[src/rtl/multdiv_sched.sv]
// multdiv_sched: execute-stage sequencer for the multi-cycle MULT/DIV/MADD/MSUB
// class. It owns the architectural HI/LO registers and contains a fixed-latency
// multiply pipe plus a radix-2 restoring divider with sign fix-up.
//
// Optional build macro: MULTDIV_DIV_EARLY_EXIT_EN
//   When defined, a divide whose dividend magnitude is below the divisor
//   magnitude (including a == 0) bypasses the iteration loop. The result is
//   lo = 0, hi = a, and done arrives two cycles after accept.
//
// Opcode encoding of req_op (decoded_op_t subset acted on here):
//   MULT=0x10 MULTU=0x11 DIV=0x12 DIVU=0x13 MADD=0x14 MADDU=0x15
//   MSUB=0x16 MSUBU=0x17 MTHI=0x18 MTLO=0x19. All other codes are accepted
//   and ignored.
module multdiv_sched #(
  parameter int MUL_LAT  = 3,   // accept-to-writeback cycles for the multiply family (1..8)
  parameter int DIV_ITER = 32   // restoring-divider iterations; 32 gives full word results
) (
  input  logic        clk,
  input  logic        reset,
  input  logic        req_valid,
  input  logic [6:0]  req_op,
  input  logic [31:0] req_a,
  input  logic [31:0] req_b,
  input  logic        flush,
  output logic        req_ready,
  output logic        busy,
  output logic        done,
  output logic [31:0] hi,
  output logic [31:0] lo
);

  localparam logic [6:0] OP_MULT  = 7'h10;
  localparam logic [6:0] OP_MULTU = 7'h11;
  localparam logic [6:0] OP_DIV   = 7'h12;
  localparam logic [6:0] OP_DIVU  = 7'h13;
  localparam logic [6:0] OP_MADD  = 7'h14;
  localparam logic [6:0] OP_MADDU = 7'h15;
  localparam logic [6:0] OP_MSUB  = 7'h16;
  localparam logic [6:0] OP_MSUBU = 7'h17;
  localparam logic [6:0] OP_MTHI  = 7'h18;
  localparam logic [6:0] OP_MTLO  = 7'h19;

  localparam logic [1:0] ACC_NONE = 2'd0;
  localparam logic [1:0] ACC_ADD  = 2'd1;
  localparam logic [1:0] ACC_SUB  = 2'd2;

  typedef enum logic [1:0] {
    IDLE = 2'd0,
    MUL  = 2'd1,
    DIV  = 2'd2,
    FIX  = 2'd3
  } state_t;

  state_t      state_reg;
  logic [5:0]  cnt_reg;
  logic [31:0] hi_reg;
  logic [31:0] lo_reg;
  logic        done_reg;

  // Multiply pipe state
  logic [63:0] prod_reg;
  logic [1:0]  acc_mode_reg;

  // Divider state: dvd_reg shifts the dividend out and the quotient in
  logic [31:0] dvd_reg;
  logic [31:0] dvs_reg;
  logic [31:0] rem_reg;
  logic        q_neg_reg;
  logic        r_neg_reg;
  logic        div_zero_reg;
  logic        early_reg;

  // Request decode
  logic        accept;
  logic        op_is_mul;
  logic        op_is_div;
  logic        op_signed;
  logic [1:0]  acc_mode_in;
  logic [63:0] ext_a;
  logic [63:0] ext_b;
  logic [63:0] product;
  logic [31:0] mag_a;
  logic [31:0] mag_b;
  logic        q_neg_in;
  logic        r_neg_in;
  logic        early_exit;

  // Datapath results
  logic [32:0] div_shift;
  logic        div_ge;
  logic [31:0] div_sub;
  logic [31:0] rem_next;
  logic [31:0] quot_fix;
  logic [31:0] rem_fix;
  logic [63:0] hilo_cur;
  logic [63:0] mul_result;

  assign req_ready = (state_reg == IDLE) & ~flush & ~reset;
  assign accept    = req_valid & req_ready;
  assign busy      = (state_reg != IDLE);
  assign done      = done_reg;
  assign hi        = hi_reg;
  assign lo        = lo_reg;

  assign op_is_mul = (req_op == OP_MULT) | (req_op == OP_MULTU) |
                     (req_op == OP_MADD) | (req_op == OP_MADDU) |
                     (req_op == OP_MSUB) | (req_op == OP_MSUBU);
  assign op_is_div = (req_op == OP_DIV) | (req_op == OP_DIVU);
  assign op_signed = (req_op == OP_MULT) | (req_op == OP_MADD) |
                     (req_op == OP_MSUB) | (req_op == OP_DIV);

  // Accumulate mode selected by the multiply-family opcode
  always_comb begin
    acc_mode_in = ACC_NONE;
    if ((req_op == OP_MADD) || (req_op == OP_MADDU)) begin
      acc_mode_in = ACC_ADD;
    end else if ((req_op == OP_MSUB) || (req_op == OP_MSUBU)) begin
      acc_mode_in = ACC_SUB;
    end
  end

  // Sign- or zero-extend to 64 bits so a single 64x64 multiply truncated to
  // 64 bits gives the correct signed or unsigned full product.
  assign ext_a   = op_signed ? {{32{req_a[31]}}, req_a} : {32'd0, req_a};
  assign ext_b   = op_signed ? {{32{req_b[31]}}, req_b} : {32'd0, req_b};
  assign product = ext_a * ext_b;

  // Divider operand magnitudes; 0x80000000 maps onto itself, which is the
  // correct unsigned magnitude.
  assign mag_a    = (op_signed & req_a[31]) ? (32'd0 - req_a) : req_a;
  assign mag_b    = (op_signed & req_b[31]) ? (32'd0 - req_b) : req_b;
  assign q_neg_in = op_signed & (req_a[31] ^ req_b[31]);
  assign r_neg_in = op_signed & req_a[31];

`ifdef MULTDIV_DIV_EARLY_EXIT_EN
  assign early_exit = (mag_a < mag_b);
`else
  assign early_exit = 1'b0;
`endif

  // One restoring step: shift the next dividend bit into the partial
  // remainder, subtract the divisor when it fits.
  assign div_shift = {rem_reg, dvd_reg[31]};
  assign div_ge    = (div_shift >= {1'b0, dvs_reg});
  assign div_sub   = div_shift[31:0] - dvs_reg;
  assign rem_next  = div_ge ? div_sub : div_shift[31:0];

  assign quot_fix = q_neg_reg ? (32'd0 - dvd_reg) : dvd_reg;
  assign rem_fix  = r_neg_reg ? (32'd0 - rem_reg) : rem_reg;

  // Multiply writeback value; accumulation reads HI/LO as they stand at writeback
  assign hilo_cur = {hi_reg, lo_reg};
  always_comb begin
    mul_result = prod_reg;
    case (acc_mode_reg)
      ACC_ADD: mul_result = hilo_cur + prod_reg;
      ACC_SUB: mul_result = hilo_cur - prod_reg;
      default: mul_result = prod_reg;
    endcase
  end

  // Sequencer FSM with HI/LO writeback and registered done pulse
  always_ff @(posedge clk) begin
    if (reset) begin
      state_reg    <= IDLE;
      cnt_reg      <= 6'd0;
      hi_reg       <= 32'd0;
      lo_reg       <= 32'd0;
      done_reg     <= 1'b0;
      prod_reg     <= 64'd0;
      acc_mode_reg <= ACC_NONE;
      dvd_reg      <= 32'd0;
      dvs_reg      <= 32'd0;
      rem_reg      <= 32'd0;
      q_neg_reg    <= 1'b0;
      r_neg_reg    <= 1'b0;
      div_zero_reg <= 1'b0;
      early_reg    <= 1'b0;
    end else begin
      done_reg <= 1'b0;
      if (flush) begin
        // Killed op: drop any pending writeback and its done pulse
        state_reg <= IDLE;
      end else begin
        case (state_reg)
          IDLE: begin
            if (accept) begin
              if (req_op == OP_MTHI) begin
                hi_reg <= req_a;
              end else if (req_op == OP_MTLO) begin
                lo_reg <= req_a;
              end else if (op_is_mul) begin
                state_reg    <= MUL;
                cnt_reg      <= 6'(MUL_LAT - 1);
                prod_reg     <= product;
                acc_mode_reg <= acc_mode_in;
              end else if (op_is_div) begin
                q_neg_reg <= q_neg_in;
                r_neg_reg <= r_neg_in;
                dvs_reg   <= mag_b;
                if (req_b == 32'd0) begin
                  // Divide by zero: one FIX cycle that only raises done
                  state_reg    <= FIX;
                  div_zero_reg <= 1'b1;
                  early_reg    <= 1'b0;
                end else if (early_exit) begin
                  // Quotient is zero and the remainder is the dividend; one
                  // pass through DIV without iterating, then FIX.
                  state_reg    <= DIV;
                  cnt_reg      <= 6'd0;
                  dvd_reg      <= 32'd0;
                  rem_reg      <= mag_a;
                  div_zero_reg <= 1'b0;
                  early_reg    <= 1'b1;
                end else begin
                  state_reg    <= DIV;
                  cnt_reg      <= 6'(DIV_ITER - 1);
                  dvd_reg      <= mag_a;
                  rem_reg      <= 32'd0;
                  div_zero_reg <= 1'b0;
                  early_reg    <= 1'b0;
                end
              end
            end
          end
          MUL: begin
            if (cnt_reg == 6'd0) begin
              hi_reg    <= mul_result[63:32];
              lo_reg    <= mul_result[31:0];
              done_reg  <= 1'b1;
              state_reg <= IDLE;
            end else begin
              cnt_reg <= cnt_reg - 6'd1;
            end
          end
          DIV: begin
            if (!early_reg) begin
              rem_reg <= rem_next;
              dvd_reg <= {dvd_reg[30:0], div_ge};
            end
            if (cnt_reg == 6'd0) begin
              state_reg <= FIX;
            end else begin
              cnt_reg <= cnt_reg - 6'd1;
            end
          end
          FIX: begin
            if (!div_zero_reg) begin
              lo_reg <= quot_fix;
              hi_reg <= rem_fix;
            end
            done_reg  <= 1'b1;
            state_reg <= IDLE;
          end
          default: state_reg <= IDLE;
        endcase
      end
    end
  end

endmodule
[config.mk]
export PLATFORM = sky130hd
export DESIGN_NAME = multdiv_sched
export DESIGN_NICKNAME = d
export VERILOG_FILES = /design/src/rtl/multdiv_sched.sv
export SDC_FILE = /design/constraint.sdc
export NUM_CORES = 2
export LEC_CHECK = 0
export BUFFER_PORTS_ARGS = -buffer_cell sky130_fd_sc_hd__buf_2
export CAP_MARGIN = 10
export CORE_ASPECT_RATIO = 0.6
export CORE_MARGIN = 5
export CORE_UTILIZATION = 38
export CTS_CLUSTER_DIAMETER = 200
export DETAILED_ROUTE_END_ITERATION = 8
export PLACE_DENSITY = 0.5
export SLEW_MARGIN = 20
export SYNTH_ARGS = -nofsm -noshare
export SYNTH_HDL_FRONTEND = slang
export SYNTH_SLANG_ARGS = --single-unit
[constraint.sdc]
create_clock -name clk -period 14 [get_ports clk]
set_input_delay 0.7 -clock clk [delete_from_list [all_inputs] [get_ports clk]]
set_output_delay 0.7 -clock clk [all_outputs]
set_load 0.02 [all_outputs]
==> run_summary.xml <==
<?xml version="1.0" encoding="UTF-8"?>
<metrics>
  <group name="status">
    <metric name="run_status" unit="">complete, no violations</metric>
  </group>
  <group name="clock_network">
    <metric name="cts_buffer_depth" unit="">3</metric>
    <metric name="tritoncts_num_sinks" unit="">238</metric>
    <metric name="htree_depth" unit="">1</metric>
    <metric name="cts_post_setup_buffers_inserted" unit="">0</metric>
    <metric name="clock_tree_from_tritoncts" unit="">yes</metric>
    <metric name="cts.repair.resized" unit="">0</metric>
    <metric name="clkLatencyLatePin" unit="ns">0.61</metric>
    <metric name="post_cts_hold_buffer_count" unit="">0</metric>
    <metric name="cts_inserted_buffers" unit="">23</metric>
    <metric name="reg_clk_slew_reported_paths" unit="ns">0.08</metric>
    <metric name="root_buffer" unit="">sky130_fd_sc_hd__clkbuf_16</metric>
  </group>
  <group name="drt">
    <metric name="drt_pre_antenna_iters" unit="">8</metric>
    <metric name="vias_per_cell" unit="">5.40</metric>
    <metric name="post-route-drc-count" unit="">0</metric>
    <metric name="residual_antenna_violating_net_count_after_detailed_routing" unit="">0</metric>
    <metric name="wl" unit="um">250000</metric>
    <metric name="post_drt_wl_per_cell" unit="um">24.9</metric>
    <metric name="detail_route.iter0.violations" unit="">5379</metric>
    <metric name="via_count" unit="">54000</metric>
  </group>
  <group name="min_path">
    <metric name="worst_hold_path.num_cells" unit="">2</metric>
    <metric name="holdCritPathClass" unit="">input port to flop</metric>
  </group>
  <group name="grt">
    <metric name="grt_pass1_wl" unit="um">376000</metric>
    <metric name="grt_overflow_total" unit="">0</metric>
    <metric name="vias_in_the_first_global_route" unit="">55400</metric>
    <metric name="combined_global_route_utilization_of_all_metal_layers" unit="">0.273</metric>
    <metric name="grt_antenna_before_repair" unit="">34</metric>
    <metric name="pin_count_of_the_biggest_net_entering_global_routing" unit="">83</metric>
  </group>
  <group name="critical_path">
    <metric name="endpoint" unit="">prod_reg[61]</metric>
    <metric name="timing.critical_path.from_type" unit="">input port</metric>
    <metric name="crit_path_start" unit="">req_op[6]</metric>
    <metric name="timing.reg2reg.setup_slack" unit="ns">7.52</metric>
    <metric name="timing.reg2reg.worst_path_depth" unit="">18</metric>
    <metric name="critical_path.max_stage_delay" unit="ns">1.07</metric>
    <metric name="timing.critical_path.mode_cell" unit="">sky130_fd_sc_hd__fa_1</metric>
    <metric name="worstPathArrival" unit="ns">11.45</metric>
    <metric name="critical_path_required" unit="ns">14.50</metric>
    <metric name="crit_slowest_cell" unit="">sky130_fd_sc_hd__fa_1</metric>
    <metric name="worst_setup_path_end_kind" unit="">flop</metric>
    <metric name="rr_startpoint" unit="">prod_reg[6]</metric>
    <metric name="worstPathMaxFanout" unit="">27</metric>
    <metric name="reg2reg_to" unit="">hi[29]</metric>
    <metric name="timing_worst_setup_path_type" unit="">input port to flop</metric>
  </group>
  <group name="logic_synthesis">
    <metric name="synthesized_netlist_cell_count" unit="">7795</metric>
    <metric name="yosys.area_share.adder" unit="">0.506</metric>
    <metric name="synth_fp_nets" unit="">9712</metric>
    <metric name="synth-compound-area-share" unit="">0.101</metric>
    <metric name="yosys_reg_bits" unit="">238</metric>
    <metric name="synth_xor_xnor_area_share" unit="">0.0481</metric>
    <metric name="synth_mux_area_frac" unit="">0.00105</metric>
    <metric name="post_synth_and_or_nand_nor_area_fraction" unit="">0.153</metric>
    <metric name="syn_area" unit="um2">66700</metric>
    <metric name="synthArstFlopShare" unit="">0</metric>
    <metric name="synth_cell_type_count" unit="">91</metric>
    <metric name="synth.avg_cell_area" unit="um2">8.55</metric>
    <metric name="synth-seq-area-share" unit="">0.0715</metric>
    <metric name="largest_family_of_logic_cells_by_synthesized_area" unit="">adder cells</metric>
    <metric name="yosys_warnings" unit="">0</metric>
    <metric name="synth_edf_count" unit="">0</metric>
    <metric name="main_flop_type_after_synthesis" unit="">sky130_fd_sc_hd__dfxtp_1</metric>
  </group>
  <group name="cells_and_area">
    <metric name="areaGrowthSynthToFinish" unit="%">5.58</metric>
    <metric name="fillers" unit="">17800</metric>
    <metric name="drive_gt1_frac" unit="">0.0452</metric>
    <metric name="multi_input_area" unit="um2">54000</metric>
    <metric name="area.sequential" unit="um2">4760</metric>
    <metric name="postLayoutCellArea" unit="um2">70400</metric>
    <metric name="finish.utilization" unit="">0.402</metric>
    <metric name="design.final.nets" unit="">9538</metric>
    <metric name="largest_reg_flops" unit="">64</metric>
  </group>
  <group name="sta">
    <metric name="max_freq" unit="GHz">0.0913</metric>
    <metric name="final_min_period_over_clock_period" unit="">0.782</metric>
    <metric name="setup_slack" unit="ns">3.05</metric>
    <metric name="timing.final.setup_violations" unit="">0</metric>
    <metric name="final.min_clock_period" unit="ns">10.95</metric>
    <metric name="setup-tns-final" unit="ns">0</metric>
    <metric name="slew_viol_final" unit="">0</metric>
    <metric name="worst_slew_margin_rel" unit="">0.212</metric>
    <metric name="finalClockSkew" unit="ns">0.0489</metric>
    <metric name="worst-slew-pin-transition" unit="ns">1.18</metric>
    <metric name="timing.final.hold_violations" unit="">0</metric>
    <metric name="rsz_0062_raised_after_global_routing" unit="">false</metric>
  </group>
  <group name="floorplanning">
    <metric name="die_y" unit="um">334</metric>
    <metric name="num_rows" unit="">119</metric>
    <metric name="die-width" unit="um">551</metric>
    <metric name="floorplan.io_pins" unit="">142</metric>
    <metric name="design.core.area" unit="um2">175000</metric>
    <metric name="floorplan.initialDensity" unit="">0.381</metric>
    <metric name="die-area" unit="um2">184000</metric>
  </group>
  <group name="placed_design">
    <metric name="io_buffer_count" unit="">141</metric>
    <metric name="place.gp.congestion" unit="">0.912</metric>
    <metric name="placed_cell_area" unit="um2">69500</metric>
    <metric name="hpwl" unit="um">196000</metric>
    <metric name="worst_slack_at_placement" unit="ns">2.56</metric>
  </group>
  <group name="flow_run">
    <metric name="max-cap-violations" unit="">0</metric>
  </group>
</metrics>
[stage by stage]
step                      cells  hold WS, ns
after detailed placement   9955        0.452
after global routing      10000        0.350
after CTS                  9997        0.316
after floorplan            7795        0.432
after global placement     9955        0.443
final                     10000        0.336
[synth_stat cells (22+ instances only)]
cell | n | area share
sky130_fd_sc_hd__xnor2_1 | 265 | 0.035
sky130_fd_sc_hd__nand2b_1 | 37 | 0.0035
sky130_fd_sc_hd__and2_1 | 350 | 0.033
sky130_fd_sc_hd__a31oi_1 | 30 | 0.0028
sky130_fd_sc_hd__a311oi_1 | 30 | 0.0039
sky130_fd_sc_hd__and3_1 | 41 | 0.0038
sky130_fd_sc_hd__a211oi_1 | 67 | 0.0075
sky130_fd_sc_hd__inv_1 | 1655 | 0.093
sky130_fd_sc_hd__o31ai_1 | 37 | 0.0042
sky130_fd_sc_hd__o21bai_1 | 22 | 0.0025
sky130_fd_sc_hd__buf_1 | 79 | 0.0044
sky130_fd_sc_hd__clkbuf_1 | 350 | 0.020
sky130_fd_sc_hd__dfxtp_1 | 238 | 0.071
sky130_fd_sc_hd__xor2_1 | 99 | 0.013
sky130_fd_sc_hd__or3_1 | 31 | 0.0029
sky130_fd_sc_hd__a21oi_1 | 327 | 0.025
sky130_fd_sc_hd__nor2_1 | 308 | 0.017
sky130_fd_sc_hd__a221oi_1 | 22 | 0.0029
sky130_fd_sc_hd__nor4_1 | 23 | 0.0022
sky130_fd_sc_hd__nand2_1 | 1091 | 0.061
sky130_fd_sc_hd__nor3_1 | 80 | 0.0060
sky130_fd_sc_hd__o21ai_0 | 187 | 0.014
sky130_fd_sc_hd__a21o_1 | 117 | 0.013
sky130_fd_sc_hd__nand4_1 | 29 | 0.0027
sky130_fd_sc_hd__o21a_1 | 26 | 0.0029
sky130_fd_sc_hd__fa_1 | 1422 | 0.43
sky130_fd_sc_hd__nand3_1 | 106 | 0.0080
sky130_fd_sc_hd__a221o_1 | 23 | 0.0035
sky130_fd_sc_hd__ha_1 | 420 | 0.079
[kinds of logic (layout without fill, tap and decap cells)]
| logic type | count (synthesis) | after routing |
|---|---|---|
| buffers and inverters | 2107 | 1950 |
| other | 0 | 15 |
| xor gates and xnor gates | 365 | 365 |
| DFF | 238 | 238 |
| adders and majority gates | 1843 | 1843 |
| and+or+nand+nor | 2199 | 2199 |
| muxes | 7 | 7 |
| AOI/OAI and AO/OA | 1036 | 1036 |
[layer usage]
metal	global-route usage	vias to the layer above	routed length [um]
met5	0.00231	-	1
met1	0.430	28000	120000
met3	0.0532	248	22600
met4	0.0400	2	3980
li1	-	23500	-
met2	0.393	2262	103000
[layout make-up]
cell class,instances,area share
diodes,15,0.000533
clock buffers,28,0.00873
clock inverters,14,0.00336
inverters,1656,0.0883
multi-input cells,5450,0.767
flip-flops and latches,238,0.0677
well taps,2359,0.0419
repair buffers,252,0.0220
[worst min path at each step]
stage / start / end / slack [ns]
floorplan: dvs_reg[21] / dvs_reg[21] / 0.43
global placement: acc_mode_reg[0] / acc_mode_reg[0] / 0.44
detailed placement: acc_mode_reg[0] / acc_mode_reg[0] / 0.45
CTS: flush / state_reg[1] / 0.32
global route: flush / state_reg[1] / 0.35
finish: flush / state_reg[1] / 0.34
[layout by cell type, fill, tap and decap left out, types with 23 or more instances in the layout]
| master | instances |
|---|---|
| sky130_fd_sc_hd__inv_1 | 1655 |
| sky130_fd_sc_hd__fa_1 | 1422 |
| sky130_fd_sc_hd__nand2_1 | 1091 |
| sky130_fd_sc_hd__ha_1 | 417 |
| sky130_fd_sc_hd__and2_1 | 349 |
| sky130_fd_sc_hd__a21oi_1 | 325 |
| sky130_fd_sc_hd__nor2_1 | 304 |
| sky130_fd_sc_hd__xnor2_1 | 265 |
| sky130_fd_sc_hd__dfxtp_1 | 238 |
| sky130_fd_sc_hd__o21ai_0 | 186 |
| sky130_fd_sc_hd__buf_2 | 138 |
| sky130_fd_sc_hd__a21o_1 | 117 |
| sky130_fd_sc_hd__buf_4 | 113 |
| sky130_fd_sc_hd__nand3_1 | 106 |
| sky130_fd_sc_hd__xor2_1 | 99 |
| sky130_fd_sc_hd__nor3_1 | 78 |
| sky130_fd_sc_hd__a211oi_1 | 67 |
| sky130_fd_sc_hd__and3_1 | 41 |
| sky130_fd_sc_hd__o31ai_1 | 37 |
| sky130_fd_sc_hd__nand2b_1 | 35 |
| sky130_fd_sc_hd__or3_1 | 31 |
| sky130_fd_sc_hd__a31oi_1 | 30 |
| sky130_fd_sc_hd__a311oi_1 | 30 |
| sky130_fd_sc_hd__nand4_1 | 29 |
| sky130_fd_sc_hd__o21a_1 | 26 |
| sky130_fd_sc_hd__a221o_1 | 23 |
| sky130_fd_sc_hd__clkbuf_16 | 23 |
[worst max-delay path, delay by kind of cell]
family          cells  cell delay, ns
fa+ha+maj          11            6.36
simple gates        8            1.85
compound gates      7            1.54
buf+inv             7            0.98
Power is left out: the tool's default activity adds up to more than one toggle a clock period on the data nets, which glitch-free logic cannot reach.
